### config.mk
export PLATFORM = sky130hd
export DESIGN_NAME = jpeg_rle_symbolizer
export DESIGN_NICKNAME = d
export VERILOG_FILES = /design/src/rtl/jpeg_rle_pkg.sv /design/src/rtl/jpeg_mag_cat.sv /design/src/rtl/jpeg_rle_symbolizer.sv
export SDC_FILE = /design/constraint.sdc
export NUM_CORES = 1
export LEC_CHECK = 0
export ABC_CLOCK_PERIOD_IN_PS = 4100
export BUFFER_PORTS_ARGS = -buffer_cell sky130_fd_sc_hd__buf_2
export CAP_MARGIN = 5
export CORE_MARGIN = 2
export CORE_UTILIZATION = 55
export DETAILED_ROUTE_END_ITERATION = 10
export GPL_TIMING_DRIVEN = 0
export PLACE_DENSITY = 0.77
export SYNTH_ARGS = -nofsm -noshare
export SYNTH_HDL_FRONTEND = slang
export SYNTH_SLANG_ARGS = --single-unit
### constraint.sdc
create_clock -name clk -period 4.1 [get_ports clk]
set_input_delay 0.82 -clock clk [delete_from_list [all_inputs] [get_ports clk]]
set_output_delay 0.82 -clock clk [all_outputs]
set_load 0.005 [all_outputs]
### src/rtl/jpeg_rle_pkg.sv
// Shared types, constants and magnitude-category encoding for the JPEG
// run-length symbolizer.
package jpeg_rle_pkg;

  typedef enum logic [1:0] {
    ST_DC  = 2'd0,
    ST_AC  = 2'd1,
    ST_ZRL = 2'd2
  } state_t;

  localparam int ZRL_RUN   = 15;
  localparam int EOB_RUN   = 0;
  localparam int BLOCK_LEN = 64;

  typedef struct packed {
    logic [4:0]  size;
    logic [31:0] amp;
  } mag_t;

  // JPEG magnitude category: size is the bit length of |v|; negative values
  // carry (v-1) truncated to size bits, i.e. the one's complement of |v|.
  function automatic mag_t mag_encode(input logic signed [31:0] v);
    logic [31:0] m;
    logic [31:0] mask;
    mag_t        r;
    m      = v[31] ? 32'(-v) : 32'(v);
    r.size = '0;
    for (int unsigned i = 0; i < 32; i++) begin
      if (m[i]) r.size = 5'(i + 1);
    end
    mask  = ~(32'hFFFF_FFFF << r.size);
    r.amp = v[31] ? ((32'(v) - 32'd1) & mask) : 32'(v);
    return r;
  endfunction

endpackage

### src/rtl/jpeg_mag_cat.sv
// Combinational size/amplitude computation for a signed AMP_W value.
module jpeg_mag_cat
  import jpeg_rle_pkg::*;
#(
  parameter int AMP_W = 13
) (
  input  logic signed [AMP_W-1:0] val,
  output logic        [3:0]       size,
  output logic        [AMP_W-1:0] amp
);

  mag_t enc;
  logic unused_enc;

  // Encode at full width, then keep the bits meaningful for AMP_W.
  always_comb begin
    enc        = mag_encode(32'(val));
    size       = enc.size[3:0];
    amp        = enc.amp[AMP_W-1:0];
    unused_enc = ^{enc.size[4], enc.amp[31:AMP_W]};
  end

endmodule

### src/rtl/jpeg_rle_symbolizer.sv
// Run-length symbolizer: turns 64 zigzag-ordered quantized coefficients per
// block into (run, size, amplitude) symbols, with DC prediction, ZRL and EOB.
module jpeg_rle_symbolizer
  import jpeg_rle_pkg::*;
#(
  parameter int COEF_W = 12,
  parameter int AMP_W  = COEF_W + 1
) (
  input  logic                     clk,
  input  logic                     rst_n,
  input  logic                     in_valid,
  output logic                     in_ready,
  input  logic signed [COEF_W-1:0] in_coef,
  output logic                     out_valid,
  input  logic                     out_ready,
  output logic        [3:0]        out_run,
  output logic        [3:0]        out_size,
  output logic        [AMP_W-1:0]  out_amp,
  output logic                     out_dc,
  output logic                     out_last
);

  state_t                    state;
  logic        [5:0]         idx;
  logic        [5:0]         zrun;
  logic signed [COEF_W-1:0]  pred;
  logic signed [AMP_W-1:0]   held_val;
  logic                      held_last;

  logic                      slot_free;
  logic                      accept;
  logic                      idx_last;
  logic signed [AMP_W-1:0]   coef_ext;
  logic signed [AMP_W-1:0]   dc_diff;
  logic signed [AMP_W-1:0]   mag_in;
  logic        [3:0]         mc_size;
  logic        [AMP_W-1:0]   mc_amp;

  assign slot_free = !out_valid || out_ready;
  assign in_ready  = (state != ST_ZRL) && slot_free;
  assign accept    = in_valid && in_ready;
  assign idx_last  = (idx == 6'(BLOCK_LEN - 1));
  assign coef_ext  = AMP_W'(in_coef);
  assign dc_diff   = coef_ext - AMP_W'(pred);

  // One magnitude encoder serves the DC difference, live AC and held AC value.
  always_comb begin
    mag_in = coef_ext;
    if (state == ST_ZRL)     mag_in = held_val;
    else if (state == ST_DC) mag_in = dc_diff;
  end

  jpeg_mag_cat #(.AMP_W(AMP_W)) u_mag_cat (
    .val  (mag_in),
    .size (mc_size),
    .amp  (mc_amp)
  );

  // Block FSM with the single registered output stage.
  always_ff @(posedge clk or negedge rst_n) begin
    if (!rst_n) begin
      state     <= ST_DC;
      idx       <= '0;
      zrun      <= '0;
      pred      <= '0;
      held_val  <= '0;
      held_last <= 1'b0;
      out_valid <= 1'b0;
      out_run   <= '0;
      out_size  <= '0;
      out_amp   <= '0;
      out_dc    <= 1'b0;
      out_last  <= 1'b0;
    end else begin
      if (out_valid && out_ready) out_valid <= 1'b0;

      unique case (state)
        ST_DC: begin
          if (accept) begin
            out_valid <= 1'b1;
            out_dc    <= 1'b1;
            out_run   <= '0;
            out_size  <= mc_size;
            out_amp   <= mc_amp;
            out_last  <= 1'b0;
            pred      <= in_coef;
            zrun      <= '0;
            idx       <= idx + 6'd1;
            state     <= ST_AC;
          end
        end

        ST_AC: begin
          if (accept) begin
            idx <= idx + 6'd1;
            if (in_coef == '0) begin
              if (idx_last) begin
                // Trailing zeros collapse into EOB; any pending run is dropped.
                out_valid <= 1'b1;
                out_dc    <= 1'b0;
                out_run   <= 4'(EOB_RUN);
                out_size  <= '0;
                out_amp   <= '0;
                out_last  <= 1'b1;
                zrun      <= '0;
                state     <= ST_DC;
              end else begin
                zrun <= zrun + 6'd1;
              end
            end else if (zrun >= 6'd16) begin
              // First ZRL goes out with the accept; the coefficient is parked.
              out_valid <= 1'b1;
              out_dc    <= 1'b0;
              out_run   <= 4'(ZRL_RUN);
              out_size  <= '0;
              out_amp   <= '0;
              out_last  <= 1'b0;
              zrun      <= zrun - 6'd16;
              held_val  <= coef_ext;
              held_last <= idx_last;
              state     <= ST_ZRL;
            end else begin
              out_valid <= 1'b1;
              out_dc    <= 1'b0;
              out_run   <= zrun[3:0];
              out_size  <= mc_size;
              out_amp   <= mc_amp;
              out_last  <= idx_last;
              zrun      <= '0;
              state     <= idx_last ? ST_DC : ST_AC;
            end
          end
        end

        ST_ZRL: begin
          if (slot_free) begin
            out_valid <= 1'b1;
            out_dc    <= 1'b0;
            if (zrun >= 6'd16) begin
              out_run  <= 4'(ZRL_RUN);
              out_size <= '0;
              out_amp  <= '0;
              out_last <= 1'b0;
              zrun     <= zrun - 6'd16;
            end else begin
              out_run  <= zrun[3:0];
              out_size <= mc_size;
              out_amp  <= mc_amp;
              out_last <= held_last;
              zrun     <= '0;
              state    <= held_last ? ST_DC : ST_AC;
            end
          end
        end

        default: state <= ST_DC;
      endcase
    end
  end

endmodule

==> flow_summary_export.csv <==
group,metric,value,unit
timing,finalMaxSlewViolations,0,
power,combPwrFrac,69.7,%
cts,cts_tree,"yes",
setup_path,critPathMaxFanout,4,
yosys,synth.top_cells.by_count,"63 x dfrtp_1, 61 x nand2_1, 40 x nor2_1, 33 x o21ai_0, 27 x a21oi_1",
final_layout,fill_cells,651,
yosys,ys_seq_area_share,33.9,%
route,first_pass_iters,5,
cts,cts.clk_slew.worst_paths,0.07,ns
yosys,synth.avg_cell_area,8.92,um2
cts,cts_made_buffers,9,
setup_path,worstPathArrival,4.40,ns
power,cellLeakagePower,2.53,nW
timing,relSlewSlack,45.0,%
yosys,yosysMostFrequentCell,"dfrtp_1",
cts,h-tree-depth,3,
setup_path,r2r_cells,19,
setup_path,required,4.32,ns
yosys,synth_area,4660,um2
yosys,netlist_instances,522,
global_routing,grt_pass1_wl,19.6,mm
final_layout,final_net_count,645,
die,die_area,9220,um2
timing,max_freq,239,MHz
route,wl_per_cell,16.8,um
final_layout,diodes,0,
die,ios,41,
setup_path,critPathTopFamily,"simple AND/OR/NAND/NOR gates",
setup_path,endpoint_kind,"flip-flop",
yosys,yosysWarnings,0,
timing,setup_viol,7,
power,p_sw_share,47.5,%
timing,finalHoldViolCount,0,
setup_path,crit_type,"input pin to flip-flop",
power,clkPwrFrac,11.9,%
timing,rsz0062_at_grt,"yes",
power,power.switching,2.41,mW
power,p_int,2.66,mW
setup_path,r2r-start,"state[0]",
place,io_buffers,40,
setup_path,r2r_end,"out_amp[4]",
run,cap_violations,0,
setup_path,path_depth,18,
die,core_area,8220,um2
place,place.gp.congestion,0.919,
timing,worstMarginPinSlew,0.819,ns
timing,post-route-period-util,102,%
route,antenna_left,0,
global_routing,overflow,0,
setup_path,cp-start-kind,"input pin",
global_routing,grt_max_degree,40,
setup_path,cp.buffers_inverters,5,
yosys,ys.flop_type,"dfrtp_1",
setup_path,critPathLaunch,"in_coef[0]",
cts,clock_latency,0.35,ns
cts,cts_root_buffer,"clkbuf_8",
setup_path,cp-endpoint,"out_amp[4]",
timing,timing.final.crit_period,4.18,ns
cts,cts_hold_buffers,0,
status,violations,"setup timing",
final_layout,drive_above_1_share,28.5,%
power,power_frac_seq,18.4,%
route,wirelength,12.1,mm
yosys,ys_async_sr_fraction,100,%
die,die_w,96.0,um
setup_path,path_cells,"buf_12 > inv_12 > ha_4 > inv_2 > fa_2 > xor2_1 > a222oi_1 > buf_4 > buf_6 > nand2_4 > a211o_1 > or4b_4 > or4_4 > a21oi_2 > and2_4 > nand3_4 > nor4_4 > o21ai_1",
die,initial_core_util,56.7,%
global_routing,grtUsageTotal,27.0,%
yosys,synth_fp_nets,558,
final_layout,finish.utilization,69.9,%
route,drtIter0Drc,243,
setup_path,slowest_stage,"or4b_4",
timing,clock_skew,0.0162,ns
timing,holdWs,0.464,ns
status,status,"complete, but fails checks",
cts,ctsLongestPathBuffers,2,
place,hpwl,8.64,mm
yosys,synth_edf_count,0,
power,ir_drop,0.373,mV
global_routing,first_global_vias,4142,
yosys,synth_seq_cells,63,
route,via_per_inst,6.22,
die,die_h,96.0,um
yosys,yosys.area.top_type,"dfrtp_1",
yosys,synth_top_cells_by_area,"dfrtp_1 34%, mux2_2 6.0%, ha_1 5.1%, nand2_1 4.9%, o21ai_0 3.5%",
yosys,synth_cell_types,81,
power,power.density,883,nW/um2
worst_hold_path,worstHoldPathType,"input pin to async pin",
yosys,synth_top_cell_area_share,33.9,%
cts,cts.sinks,63,
route,vias,4471,
global_routing,antenna_found_initial,0,
final_layout,area_delta_synth_final,23.3,%
setup_path,slowest_delay,0.53,ns
die,rows,33,
timing,fin_ws,-0.0771,ns
setup_path,regToRegSetupSlack,0.07,ns
route,drc,0,
==> state kept, by name (all words and copies together) (netlist names) <==
| register | cells |
|---|---|
| zrun | 6 |
| out_last | 1 |
| out_dc | 1 |
| out_amp | 13 |
| out_size | 4 |
| held_val | 12 |
| state | 2 |
| out_valid | 1 |
| pred | 12 |
| idx | 6 |
| held_last | 1 |
| out_run | 4 |
==> cells in the final DEF, fill, tap and decap left out, types with 8 or more instances in the layout <==
| master | Yosys | final |
|---|---|---|
| ha_1 | 19 | 17 |
| clkbuf_1 | 12 | 11 |
| a21oi_1 | 27 | 26 |
| nor2_1 | 40 | 38 |
| dfrtp_1 | 63 | 63 |
| inv_1 | 19 | 17 |
| nor3_1 | 16 | 14 |
| clkbuf_8 | 0 | 9 |
| o21ai_0 | 33 | 30 |
| nor2b_1 | 10 | 10 |
| xor2_1 | 8 | 8 |
| nand3_1 | 17 | 17 |
| o31ai_1 | 9 | 9 |
| xnor2_1 | 9 | 9 |
| o21ai_1 | 6 | 9 |
| buf_2 | 2 | 40 |
| mux2_2 | 25 | 24 |
| buf_4 | 0 | 32 |
| nand2_1 | 61 | 59 |
| nand2b_1 | 10 | 8 |
==> routing by layer <==
| metal | track usage [%] | up-vias | part of all wire [%] | routed length [um] |
|---|---|---|---|---|
| met2 | 43.9 | 156 | 47 | 5710 |
| li1 | - | 2122 | - | - |
| met1 | 36.4 | 2163 | 45 | 5470 |
| met5 | 0 | - | 0 | 0 |
| met3 | 3.76 | 30 | 5.1 | 619 |
| met4 | 10.0 | 0 | 2.2 | 269 |
==> metrics by stage <==
| stage | setup TNS [ns] | cells | power, mW | cell area [um2] | setup slack (ns) |
|---|---|---|---|---|---|
| 3_3_place_gp | -8.80 | 667 | 3.78 | 5060 | -0.718 |
| 6_report | -0.166 | 719 | 5.07 | 5740 | -0.0771 |
| 3_5_place_dp | -8.81 | 668 | 3.85 | 5080 | -0.697 |
| 4_1_cts | -0.221 | 707 | 4.68 | 5520 | -0.0617 |
| 2_1_floorplan | -0.308 | 522 | 3.19 | 4730 | -0.0909 |
| 5_1_grt | -1.54 | 719 | 5.44 | 5740 | -0.209 |
==> kinds of logic (layout without fill, tap and decap cells) <==
group	Yosys count	after routing	synth area share, %
buffers and inverters	41	133	3.87
AO/OA/AOI/OAI	162	162	24.7
XOR/XNOR	17	17	3.20
multiplexers	28	28	6.88
adder cells (fa/ha/maj)	20	20	5.53
flip-flops	63	63	33.9
AND/OR/NAND/NOR	191	191	22.0
==> power groups by stage <==
| stage | registers (mW) | clock network (mW) | logic [mW] |
|---|---|---|---|
| floorplan | 0.924 | 0 | 2.27 |
| global placement | 0.927 | 0 | 2.85 |
| detailed placement | 0.940 | 0 | 2.91 |
| CTS | 0.929 | 0.615 | 3.13 |
| global route | 0.953 | 0.643 | 3.84 |
| finish | 0.931 | 0.605 | 3.54 |
==> cell type report <==
class,instances,area (um2),area share (%)
inverter,20,87.6,1.53
clock buffer,9,124,2.16
clock inverter,7,95.1,1.66
buffer,21,113,1.96
sequential,63,1580,27.5
timing repair buffer,76,526,9.15
tap,105,131,2.29
multi-input combinational,418,3090,53.8
==> what timing repair did <==
| action | in CTS | in global routing |
|---|---|---|
| buffers inserted | 23 | 12 |
| pin swaps | 15 | 21 |
| setup endpoints to repair | 15 | 13 |
| gates resized for setup | 10 | 29 |
==> worst min path at each step <==
stage | to | depth (start not counted)
after floorplan | idx[5] | 1
after global placement | out_size[2] | 1
after detailed placement | out_size[3] | 2
after CTS | out_size[3] | 2
after global routing | out_size[3] | 2
final | out_amp[10] | 1
Note: power is estimated with default switching activity, not from simulation.
